===== src/rtl/sol1_dma_pkg.sv =====
// Shared types and default sizing for the Sol-1 DMA bus arbiter.
package sol1_dma_pkg;

    localparam int DMA_N_REQ      = 4;
    localparam int DMA_MAX_TENURE = 64;

    typedef enum logic [2:0] {
        IDLE,
        REQ,
        GRANT,
        HANDOFF,
        RELEASE
    } dma_state_t;

endpackage


===== src/rtl/sol1_rr_pick.sv =====
// Combinational round-robin picker: the first set request at or after ptr,
// wrapping modulo N_REQ, wins.
module sol1_rr_pick #(
    parameter int N_REQ = 4
) (
    input  logic [N_REQ-1:0]         req,
    input  logic [$clog2(N_REQ)-1:0] ptr,
    output logic [$clog2(N_REQ)-1:0] winner,
    output logic                     any_req
);

    localparam int IW = $clog2(N_REQ);

    int            idx;
    logic [IW-1:0] pos;

    // Scan from the farthest offset back towards ptr so the nearest requester overwrites
    always_comb begin
        winner = '0;
        idx    = 0;
        pos    = '0;
        for (int i = N_REQ - 1; i >= 0; i--) begin
            idx = (int'(ptr) + i) % N_REQ;
            pos = idx[IW-1:0];
            if (req[pos]) begin
                winner = pos;
            end
        end
    end

    assign any_req = |req;

endmodule


===== src/rtl/sol1_dma_arbiter.sv =====
// sol1_dma_arbiter: parks the CPU through dma_req/dma_ack and hands the Sol-1
// system bus to DMA requesters one at a time in round-robin order.
// Optional feature macro: SOL1_DMA_TENURE_LIMIT_EN (preempts a grant after
// MAX_TENURE cycles when another requester is waiting).
module sol1_dma_arbiter
    import sol1_dma_pkg::*;
#(
    parameter int N_REQ      = DMA_N_REQ,
    parameter int MAX_TENURE = DMA_MAX_TENURE
) (
    input  logic                     clk,
    input  logic                     arst_n,
    input  logic [N_REQ-1:0]         req,
    output logic [N_REQ-1:0]         gnt,
    output logic                     cpu_dma_req,
    input  logic                     cpu_dma_ack,
    output logic [$clog2(N_REQ)-1:0] owner,
    output logic                     bus_busy,
    output logic                     proto_err
);

    localparam int IW = $clog2(N_REQ);

    dma_state_t       state;
    dma_state_t       state_d;
    logic [IW-1:0]    cur;
    logic [IW-1:0]    ptr;
    logic [IW-1:0]    winner;
    logic [IW-1:0]    ptr_after;
    logic             any_req;
    logic             enter_grant;
    logic             violation;
    logic             others;
    logic [N_REQ-1:0] cur_onehot;
    logic [N_REQ-1:0] gnt_d;
    logic             cpu_dma_req_d;

    if (N_REQ < 2 || N_REQ > 8 || MAX_TENURE < 2) begin : g_param_check
        $error("sol1_dma_arbiter: unsupported N_REQ or MAX_TENURE");
    end

    sol1_rr_pick #(
        .N_REQ (N_REQ)
    ) u_pick (
        .req     (req),
        .ptr     (ptr),
        .winner  (winner),
        .any_req (any_req)
    );

    // Decode the current grantee, competing requests and a CPU that let go of the bus early
    always_comb begin
        cur_onehot      = '0;
        cur_onehot[cur] = 1'b1;
        others          = |(req & ~cur_onehot);
        violation       = ((state == GRANT) || (state == HANDOFF)) && !cpu_dma_ack;
        ptr_after       = (winner == IW'(N_REQ - 1)) ? '0 : winner + 1'b1;
    end

`ifdef SOL1_DMA_TENURE_LIMIT_EN
    localparam int TW = $clog2(MAX_TENURE) + 1;

    logic [TW-1:0] tenure;
    logic          tenure_hit;

    assign tenure_hit = (tenure >= TW'(MAX_TENURE - 1));

    // Count cycles of the current grant, restarting at each new winner and saturating
    always_ff @(posedge clk or negedge arst_n) begin
        if (!arst_n) begin
            tenure <= '0;
        end else if (enter_grant) begin
            tenure <= '0;
        end else if ((state == GRANT) && (tenure != '1)) begin
            tenure <= tenure + 1'b1;
        end
    end
`endif

    // Next state plus the values the output registers will take on the coming edge
    always_comb begin
        state_d       = state;
        enter_grant   = 1'b0;
        gnt_d         = '0;
        cpu_dma_req_d = 1'b0;
        case (state)
            IDLE: begin
                if (any_req) state_d = REQ;
            end
            REQ: begin
                cpu_dma_req_d = 1'b1;
                if (cpu_dma_ack) begin
                    if (any_req) begin
                        state_d     = GRANT;
                        enter_grant = 1'b1;
                    end else begin
                        state_d = RELEASE;
                    end
                end
            end
            GRANT: begin
                cpu_dma_req_d = !violation;
                gnt_d         = violation ? '0 : cur_onehot;
                if (violation) begin
                    state_d = RELEASE;
                end else if (!req[cur]) begin
                    state_d = others ? HANDOFF : RELEASE;
                end
`ifdef SOL1_DMA_TENURE_LIMIT_EN
                else if (tenure_hit && others) begin
                    state_d = HANDOFF;
                end
`endif
            end
            HANDOFF: begin
                cpu_dma_req_d = !violation;
                if (violation) begin
                    state_d = RELEASE;
                end else if (any_req) begin
                    state_d     = GRANT;
                    enter_grant = 1'b1;
                end else begin
                    state_d = RELEASE;
                end
            end
            RELEASE: begin
                if (!cpu_dma_ack) state_d = IDLE;
            end
            default: state_d = IDLE;
        endcase
    end

    // State, current grantee and round-robin pointer; the pointer moves past every winner
    always_ff @(posedge clk or negedge arst_n) begin
        if (!arst_n) begin
            state <= IDLE;
            cur   <= '0;
            ptr   <= '0;
        end else begin
            state <= state_d;
            if (enter_grant) begin
                cur <= winner;
                ptr <= ptr_after;
            end
        end
    end

    // Registered outputs so the bus sees glitch-free grant and handshake lines
    always_ff @(posedge clk or negedge arst_n) begin
        if (!arst_n) begin
            gnt         <= '0;
            owner       <= '0;
            cpu_dma_req <= 1'b0;
            bus_busy    <= 1'b0;
            proto_err   <= 1'b0;
        end else begin
            gnt         <= gnt_d;
            owner       <= cur;
            cpu_dma_req <= cpu_dma_req_d;
            bus_busy    <= cpu_dma_req_d | cpu_dma_ack;
            proto_err   <= violation;
        end
    end

endmodule


===== config.mk =====
export PLATFORM = sky130hd
export DESIGN_NAME = sol1_dma_arbiter
export DESIGN_NICKNAME = d
export VERILOG_FILES = /design/src/rtl/sol1_dma_pkg.sv /design/src/rtl/sol1_rr_pick.sv /design/src/rtl/sol1_dma_arbiter.sv
export SDC_FILE = /design/constraint.sdc
export NUM_CORES = 1
export LEC_CHECK = 0
export BUFFER_PORTS_ARGS = -buffer_cell sky130_fd_sc_hd__buf_2
export CAP_MARGIN = 20
export CELL_PAD_IN_SITES_DETAIL_PLACEMENT = 1
export CELL_PAD_IN_SITES_GLOBAL_PLACEMENT = 2
export CORE_UTILIZATION = 34
export DETAILED_ROUTE_END_ITERATION = 10
export GPL_ROUTABILITY_DRIVEN = 0
export PLACE_DENSITY = 0.85
export SYNTH_ARGS = -nofsm -noshare
export SYNTH_HDL_FRONTEND = slang
export SYNTH_SLANG_ARGS = --single-unit

===== constraint.sdc =====
create_clock -name clk -period 2.2 [get_ports clk]
set_input_delay 0.33 -clock clk [delete_from_list [all_inputs] [get_ports clk]]
set_output_delay 0.33 -clock clk [all_outputs]
set_load 0.005 [all_outputs]

==> results of run 1 <==
-- synth_stat cells --
library cell,count
a21boi_0,1
mux4_2,1
nand3b_1,1
a311oi_1,1
o31ai_1,1
nor4_2,1
buf_6,1
clkbuf_1,3
a2bb2oi_1,1
o2bb2a_1,1
mux2i_1,1
mux2_2,1
nand2b_1,2
o31a_1,1
o21ai_0,5
a21oi_1,8
o32ai_1,1
nand2_1,11
buf_2,1
or4_4,1
a32oi_1,1
nor3_1,5
inv_1,5
or3_1,1
dfrtp_1,16
nor2b_1,1
xnor2_1,1
nor3_2,1
nor2_1,10
o2111ai_1,1
o21a_1,1
-- kinds of logic (layout without fill, tap and decap cells) --
group           Yosys count  in the layout  synth area share [%]
simple gates             34             34                  20.8
compound gates           23             23                  18.3
flops                    16             16                  48.9
buf+inv                  10             25                  5.65
mux                       3              3                  5.34
xor+xnor                  1              1                  1.07
-- registers in the layout (all words and copies together) (netlist names) --
signal / count
bus_busy: 1
cpu_dma_req: 1
cur: 2
gnt: 4
owner: 2
proto_err: 1
ptr: 2
state: 3
-- report_power, final --
| part | internal, W | switching, W |
|---|---|---|
| registers | 0.000400 | 0.000149 |
| logic | 0.000203 | 0.000194 |
| clock network | 0.000101 | 0.0000923 |
-- tightest hold or removal path, cell delays in order --
cell     delay [ns]
buf_2          0.12
inv_1          0.08
nand2_1        0.06
-- path summary, 6_finish.rpt --
check / from / cells past startpoint / endpoint
min in group asynchronous: arst_n / 2 / owner[0]
max: cur[1] / 4 / state[1]
max reg2reg: cur[1] / 4 / state[1]
min reg2reg: cur[1] / 0 / owner[1]
max in group asynchronous: arst_n / 2 / proto_err
min: cpu_dma_ack / 3 / bus_busy
-- metrics by stage --
step | power, W | util, % | hold slack (ns) | std cells | worst slack (ns)
after CTS | 0.00115 | 42.5 | 0.331 | 130 | 0.619
after floorplan | 0.000825 | - | 0.0344 | 87 | 0.750
after global placement | 0.000931 | 40.4 | 0.257 | 125 | 0.610
after detailed placement | 0.000951 | 40.4 | 0.262 | 125 | 0.613
final | 0.00114 | 42.5 | 0.335 | 130 | 0.621
after global routing | 0.00124 | 42.5 | 0.363 | 130 | 0.504
-- final cells by class --
type                            count  area (um2)
Tap cell                           28        35.0
Sequential cell                    16         400
Fill cell                         284        1280
Timing Repair Buffer               16        85.1
Multi-Input combinational cell     61         373
Inverter                            5        18.8
Clock buffer                        4        36.3
-- layer usage --
| layer | share of wire (%) | up-vias | global-route usage, % | routed length, um |
|---|---|---|---|---|
| met2 | 43 | 27 | 24.1 | 768 |
| met1 | 48 | 334 | 21.1 | 864 |
| met3 | 5.4 | 7 | 2.68 | 96 |
| met4 | 3.0 | 0 | 11.6 | 54 |
| li1 | - | 334 | - | - |
| met5 | 0 | - | 0 | 0 |
-- cells in the final DEF, fill, tap and decap left out, drive strengths merged, types with 2 or more instances in the layout --
cell type and n:
o21ai 5, inv 5, dfrtp 16, a21oi 8, clkbuf 4, nand2b 2
nor2 10, nor3 6, buf 15, nand2 11
-- what timing repair did --
item,CTS,global route
hold buffers,1,0
setup buffers,0,0
gates resized for setup,0,0
endpoints found under the hold margin,16,0
==> flow_summary.yaml, run 1 <==
worst_hold_path:
  hold_path_class: "primary input to flop"
synthesis:
  yosys.area.top_type: "dfrtp_1"
  avgSynthCellArea_um2: 9.42
  ys_seq_elements: 16
  synth.area.top_cells: "dfrtp_1, nand2_1, a21oi_1"
  syn_nets: 94
  synth_cells: 87
  ys_types: 31
  yosysTopAreaCellShare_pct: 48.9
  seq_area_frac_synth_pct: 48.9
  syn_area_um2: 820
  ys_warn_count: 0
setup_path:
  crit_path_end_kind: "flop"
  cp_top_family: "multiplexers"
  start_kind: "flop"
  cp_max_fo: 8
  cpPeakStageDelay_ns: 0.57
  cp_cell_sequence: "mux4_2 > a32oi_1 > o31a_1 > nor3_1"
  cp_data_required_time_ns: 2.36
  cp_slowest_cell: "mux4_2"
  arrival_ns: 1.74
  r2r_slack_ns: 0.62
  crit_type: "flop to flop"
  critical_path_buf_inv_count: 0
timing:
  clock.fmax_mhz: 633
  slew_viol_final: 0
  period_needed_ns: 1.58
  setup_viol: 0
  finalCritPeriodShare_pct: 71.8
  rsz0062_at_grt: "no"
  fin_tns_setup_ns: 0
  worstMarginPinSlew_ns: 0.397
  relSlewSlack_pct: 73.3
  hold_violations: 0
  skew_ns: 0.00294
cts:
  tritoncts: "built"
  clk_pin_slew_ns: 0.09
  clock-sinks: 16
  clock-root-buffer: "clkbuf_4"
  clockBufferDepth: 2
  h-tree-depth: 1
  cts-buffers-inserted: 3
  clk_latency_ns: 0.29
floorplanning:
  ioPinCount: 16
  placementRows: 17
  die-area_um2: 2610
  die_h_um: 51.1
  die_x_um: 51.1
  core_um2: 2230
  start_util_pct: 36.7
placed_design:
  hpwl_um: 1300
  dpl_cell_area_um2: 902
  port_buffers: 15
route:
  ant_nets: 0
  drt_wl_total_um: 1780
  vias_per_cell: 5.40
  remaining_drc_errors: 0
  routedWlPerCell_um: 13.7
  drt_first_pass_iters: 4
  vias: 702
  drtIter0Drc: 15
grt:
  grt_pass1_vias: 688
  grt_pass1_wl_um: 3060
  track_usage_pct: 16.2
  grt_max_degree: 17
  antenna_found_initial: 0
  grt_overflow: 0
job:
  cap_violations: 0
power_and_ir_drop:
  pwr_density_cell_nw_per_um2: 1200
  p_leak_nw: 0.442
  vdd_drop_max_uv: 446
layout:
  fin_area_um2: 948
  layout.nets: 110
  synthToLayoutAreaGrowth_pct: 15.7
  drive_above_1_share_pct: 23.5
  antenna_cells: 0
run_status:
  run_status: "finished, final reports clean"
No activity file was read; power rests on OpenSTA's default activity.
==> run 2, diff against run 1 <==
--- a/config.mk
+++ b/config.mk
@@ -9,10 +9,10 @@
 export CAP_MARGIN = 20
 export CELL_PAD_IN_SITES_DETAIL_PLACEMENT = 1
 export CELL_PAD_IN_SITES_GLOBAL_PLACEMENT = 2
-export CORE_UTILIZATION = 34
+export CORE_UTILIZATION = 32
 export DETAILED_ROUTE_END_ITERATION = 10
 export GPL_ROUTABILITY_DRIVEN = 0
-export PLACE_DENSITY = 0.85
+export PLACE_DENSITY = 0.81
 export SYNTH_ARGS = -nofsm -noshare
 export SYNTH_HDL_FRONTEND = slang
 export SYNTH_SLANG_ARGS = --single-unit
==> constraint.sdc (replaced) <==
create_clock -name clk -period 1.6 [get_ports clk]
set_input_delay 0.24 -clock clk [delete_from_list [all_inputs] [get_ports clk]]
set_output_delay 0.24 -clock clk [all_outputs]
set_load 0.005 [all_outputs]
==> flow_summary.yaml, run 2 (same netlist as run 1, synthesis figures left out) <==
layout:
  drive_above_1_share_pct: 27.4
  largest_register: "gnt"
  largest_reg_flops: 4
  layout.nets: 114
  final_common_cell: "dfrtp_1"
  synthToLayoutAreaGrowth_pct: 20.2
  fin_area_um2: 985
  fillers: 275
  finalNonFillerCells: 134
  antenna_cells: 0
  top_regs: "gnt: 4 flops, state: 3 flops"
  final_cell_mix: "dfrtp_1, buf_2, nand2_1, nor2_1, a21oi_1"
placed_design:
  hpwl_um: 1360
  port_buffers: 15
  dpl_cell_area_um2: 932
  dp_cells: 129
route:
  routedWlPerCell_um: 13.1
  drt_wl_total_um: 1760
  remaining_drc_errors: 0
  vias: 696
  vias_per_cell: 5.19
  drtIter0Drc: 1
  ant_nets: 0
  drt_first_pass_iters: 3
floorplanning:
  start_util_pct: 35.3
  ioPinCount: 16
  die-area_um2: 2770
  die_h_um: 52.6
  placementRows: 17
  core_um2: 2320
  die_x_um: 52.6
grt:
  grt_overflow: 0
  grt_pass1_vias: 721
  track_usage_pct: 16.0
  antenna_found_initial: 0
  grt_pass1_wl_um: 3260
  grt_max_degree: 17
cts:
  cts-buffers-inserted: 3
  clk_latency_ns: 0.28
  clock-sinks: 16
  tritoncts: "built"
  clockBufferDepth: 2
  clk_pin_slew_ns: 0.10
  clock-root-buffer: "clkbuf_4"
  h-tree-depth: 1
timing:
  rsz0062_at_grt: "no"
  hold_violations: 0
  fin_tns_setup_ns: 0
  worstMarginPinSlew_ns: 0.390
  relSlewSlack_pct: 73.7
  clock.fmax_mhz: 691
  finalCritPeriodShare_pct: 90.4
  skew_ns: 0.00863
  setup_viol: 0
  slew_viol_final: 0
  holdWs_ns: 0.249
  period_needed_ns: 1.45
setup_path:
  start_kind: "flop"
  arrival_ns: 1.66
  r2r-end: "state[2]"
  r2r_start: "cur[1]"
  ff2ff_path_depth: 5
  crit_type: "flop to flop"
  cp_max_fo: 3
  r2r_slack_ns: 0.15
  crit_path_end_kind: "flop"
  cp_data_required_time_ns: 1.81
power_and_ir_drop:
  vdd_drop_max_uv: 538
  p_leak_nw: 0.463
  p_total_w: 0.00165
  pwr_density_cell_nw_per_um2: 1670
run_status:
  run_status: "finished, final reports clean"
worst_hold_path:
  hold_depth: 3
  hold_path_end: "bus_busy"
  hold_path_class: "primary input to flop"
  hold_start: "cpu_dma_ack"
job:
  cap_violations: 0
## run 2: changes by cell type in the layout (fill, tap and decap cells not counted), sizes merged
cell	previous run	this run
buf	15	19
## run 2: timing repair
action	4_1_cts	5_1_grt
gates resized for setup	0	1
hold buffers	1	0
endpoints found under the hold margin	16	0
setup endpoints to repair	0	2
buffers inserted	0	0
## run 2: layout make-up
cell class	count	area (um2)	share of cell area, %
clock buffer	4	36.3	3.68
inverter	5	18.8	1.91
multi-input combinational	61	379	38.5
sequential	16	400	40.7
tap	28	35.0	3.56
timing repair buffer	20	115	11.7
## run 2: worst max path at each step
| stage | startpoint | endpoint | depth (start not counted) |
|---|---|---|---|
| final | cur[1] | state[2] | 5 |
| after detailed placement | ptr[1] | ptr[1] | 5 |
| after global placement | req[1] | state[1] | 5 |
| after CTS | ptr[1] | ptr[1] | 5 |
| after global routing | ptr[1] | ptr[1] | 5 |
| after floorplan | cur[1] | state[1] | 4 |
## run 2: through the flow
| step | util, % | setup WS [ns] |
|---|---|---|
| floorplan | - | 0.166 |
| global placement | 40.2 | 0.168 |
| detailed placement | 40.2 | 0.141 |
| CTS | 42.2 | 0.124 |
| global route | 42.5 | 0.0195 |
| finish | 42.5 | 0.153 |
## run 2: layer usage
layer	vias to the layer above	routed length [um]	track usage, %
met5	-	0	0
met1	330	861	20.2
met2	16	811	26.8
met4	0	31	7.89
li1	348	-	-
met3	2	53	1.74
## run 2: critical path, stage by stage (launching register included)
cell       delay (ns)
dfrtp_1          0.38
mux4_2           0.56
nand2_1          0.09
a21boi_0         0.09
a2bb2oi_1        0.14
a21oi_1          0.13
## run 2: where the power goes
group,leakage (nW),switching [W],internal [W]
clock network,0.0210,0.000123,0.000138
registers,0.200,0.000136,0.000551
logic,0.242,0.000355,0.000342
total,0.463,0.000615,0.00103
==> run 3, diff against run 2 <==
--- a/config.mk
+++ b/config.mk
@@ -5,11 +5,12 @@
 export SDC_FILE = /design/constraint.sdc
 export NUM_CORES = 1
 export LEC_CHECK = 0
+export ABC_AREA = 1
 export BUFFER_PORTS_ARGS = -buffer_cell sky130_fd_sc_hd__buf_2
 export CAP_MARGIN = 20
 export CELL_PAD_IN_SITES_DETAIL_PLACEMENT = 1
 export CELL_PAD_IN_SITES_GLOBAL_PLACEMENT = 2
-export CORE_UTILIZATION = 32
+export CORE_UTILIZATION = 31
 export DETAILED_ROUTE_END_ITERATION = 10
 export GPL_ROUTABILITY_DRIVEN = 0
 export PLACE_DENSITY = 0.81
==> flow_summary.yaml, run 3 <==
layout:
  synthToLayoutAreaGrowth_pct: 17.5
  postLayoutCoreUtil_pct: 39.7
  layout.nets: 151
  final_cell_mix: "nand2_1, dfrtp_1, buf_2, nand3_1, inv_2"
  fillers: 373
  finalNonFillerCells: 174
  largest_reg_flops: 4
  drive_above_1_share_pct: 37.8
  fin_area_um2: 1130
  largest_register: "gnt"
  top_regs: "gnt: 4 flops, state: 3 flops"
  final_common_cell: "nand2_1"
  antenna_cells: 0
placed_design:
  port_buffers: 15
  dpl_cell_area_um2: 1080
  dp_cells: 169
  hpwl_um: 1990
timing:
  slew_viol_final: 0
  relSlewSlack_pct: 74.2
  worstMarginPinSlew_ns: 0.384
  rsz0062_at_grt: "no"
  fin_tns_setup_ns: 0
  period_needed_ns: 1.46
  hold_violations: 0
  skew_ns: 0.0107
  clock.fmax_mhz: 685
  finalCritPeriodShare_pct: 91.2
  setup_viol: 0
route:
  vias: 877
  routedWlPerCell_um: 14.1
  ant_nets: 0
  remaining_drc_errors: 3
  drtIter0Drc: 27
  vias_per_cell: 5.04
  drt_wl_total_um: 2460
  drt_first_pass_iters: 7
cts:
  clk_pin_slew_ns: 0.10
  cts-buffers-inserted: 3
  clockBufferDepth: 2
  h-tree-depth: 1
  tritoncts: "built"
  clock-sinks: 16
  clk_latency_ns: 0.29
  clock-root-buffer: "clkbuf_4"
synthesis:
  async_flop_share_pct: 100
  seq_area_frac_synth_pct: 41.6
  syn_nets: 129
  syn_area_um2: 963
  synth_commonest_cells: "nand2_1, dfrtp_1, nand3_1"
  ys_warn_count: 0
  synth.area.top_cells: "dfrtp_1, nand2_1, nand3_1"
  synthMostInstantiatedCell: "nand2_1"
  synth_ff_type: "dfrtp_1"
  synth_edf_count: 0
  ys_types: 25
  synth_cells: 122
  avgSynthCellArea_um2: 7.90
  yosysTopAreaCellShare_pct: 41.6
  yosys.area.top_type: "dfrtp_1"
  ys_seq_elements: 16
job:
  cap_violations: 0
setup_path:
  cp_data_required_time_ns: 1.84
  start_kind: "flop"
  crit_path_end_kind: "flop"
  crit_type: "flop to flop"
  r2r_slack_ns: 0.14
  cp_max_fo: 8
  arrival_ns: 1.70
run_status:
  run_status: "finished with violations"
  violations: "DRC"
power_and_ir_drop:
  pwr_density_cell_nw_per_um2: 1810
  p_leak_nw: 0.589
  p_total_w: 0.00205
  vdd_drop_max_uv: 693
grt:
  antenna_found_initial: 0
  grt_pass1_vias: 889
  grt_overflow: 0
  track_usage_pct: 16.4
  grt_pass1_wl_um: 4150
  grt_max_degree: 17
floorplanning:
  die_x_um: 57.7
  die-area_um2: 3330
  core_um2: 2850
  ioPinCount: 16
  die_h_um: 57.7
  start_util_pct: 33.8
  placementRows: 19
worst_hold_path:
  hold_path_class: "primary input to flop"
## run 3: changes by cell type in the layout (fill, tap and decap cells not counted), sizes merged, moves of 2 or more
| cell | previous run | this run |
|---|---|---|
| nand2 | 11 | 40 |
| nand3 | 0 | 13 |
| inv | 5 | 16 |
| nor3 | 6 | 0 |
| a21oi | 8 | 3 |
| nand4 | 0 | 4 |
| o21ai | 5 | 9 |
| nor2 | 10 | 13 |
| buf | 19 | 17 |
| nand2b | 2 | 0 |
## run 3: critical path: stages (launching register included)
cell	delay, ns
dfrtp_2	0.47
inv_1	0.14
nand2_1	0.12
nand3_1	0.11
nand2_1	0.07
inv_2	0.07
nand2_1	0.06
nand2_1	0.07
nand2_2	0.07
nor2_2	0.11
nand2_1	0.07
nand3_2	0.05
## run 3: worst paths after layout
path	from	to	cells past startpoint
min in group asynchronous	arst_n	cpu_dma_req	2
worst max register to register	ptr[0]	ptr[1]	11
max in group asynchronous	arst_n	ptr[0]	2
worst min register to register	cur[0]	owner[0]	0
worst min-delay path	cpu_dma_ack	proto_err	2
worst max-delay path	ptr[0]	ptr[1]	11
## run 3: power by group
part           switching (W)  internal, W  leakage [nW]
logic               0.000665     0.000401         0.365
clock network       0.000131     0.000139        0.0210
registers           0.000168     0.000547         0.202
total               0.000964      0.00109         0.589
## run 3: kinds of logic after synthesis
logic type	after synthesis	synth area share (%)
AO/OA/AOI/OAI	16	11.7
AND/OR/NAND/NOR	73	39.7
buffers and inverters	17	7.01
flip-flops	16	41.6
## run 3: layer usage
layer / up-vias / wire length [um] / track usage [%]
met2: 18 / 1130 / 27.2
li1: 435 / - / -
met1: 422 / 1200 / 21.8
met4: 0 / 9 / 2.04
met5: - / 0 / 0
met3: 2 / 115 / 4.91
## run 3: what timing repair did
item / in CTS / in global routing
setup endpoints to repair: 0 / 2
endpoints found under the hold margin: 16 / 0
gates resized for setup: 0 / 1
setup buffers: 0 / 0
hold buffers: 1 / 0
## run 3: layout make-up
type	instances	area, um2	area share (%)
clock buffer	4	36.3	3.20
timing repair buffer	18	100	8.84
inverter	16	60.1	5.30
tap	31	38.8	3.43
multi-input combinational	89	495	43.8
sequential	16	402	35.5
## run 3: metrics by stage
stage	worst slack, ns	hold WS (ns)
after floorplan	0.353	-0.0556
after global placement	0.173	0.172
after detailed placement	0.0995	0.177
after CTS	0.0833	0.219
after global routing	0.0169	0.221
final	0.140	0.228
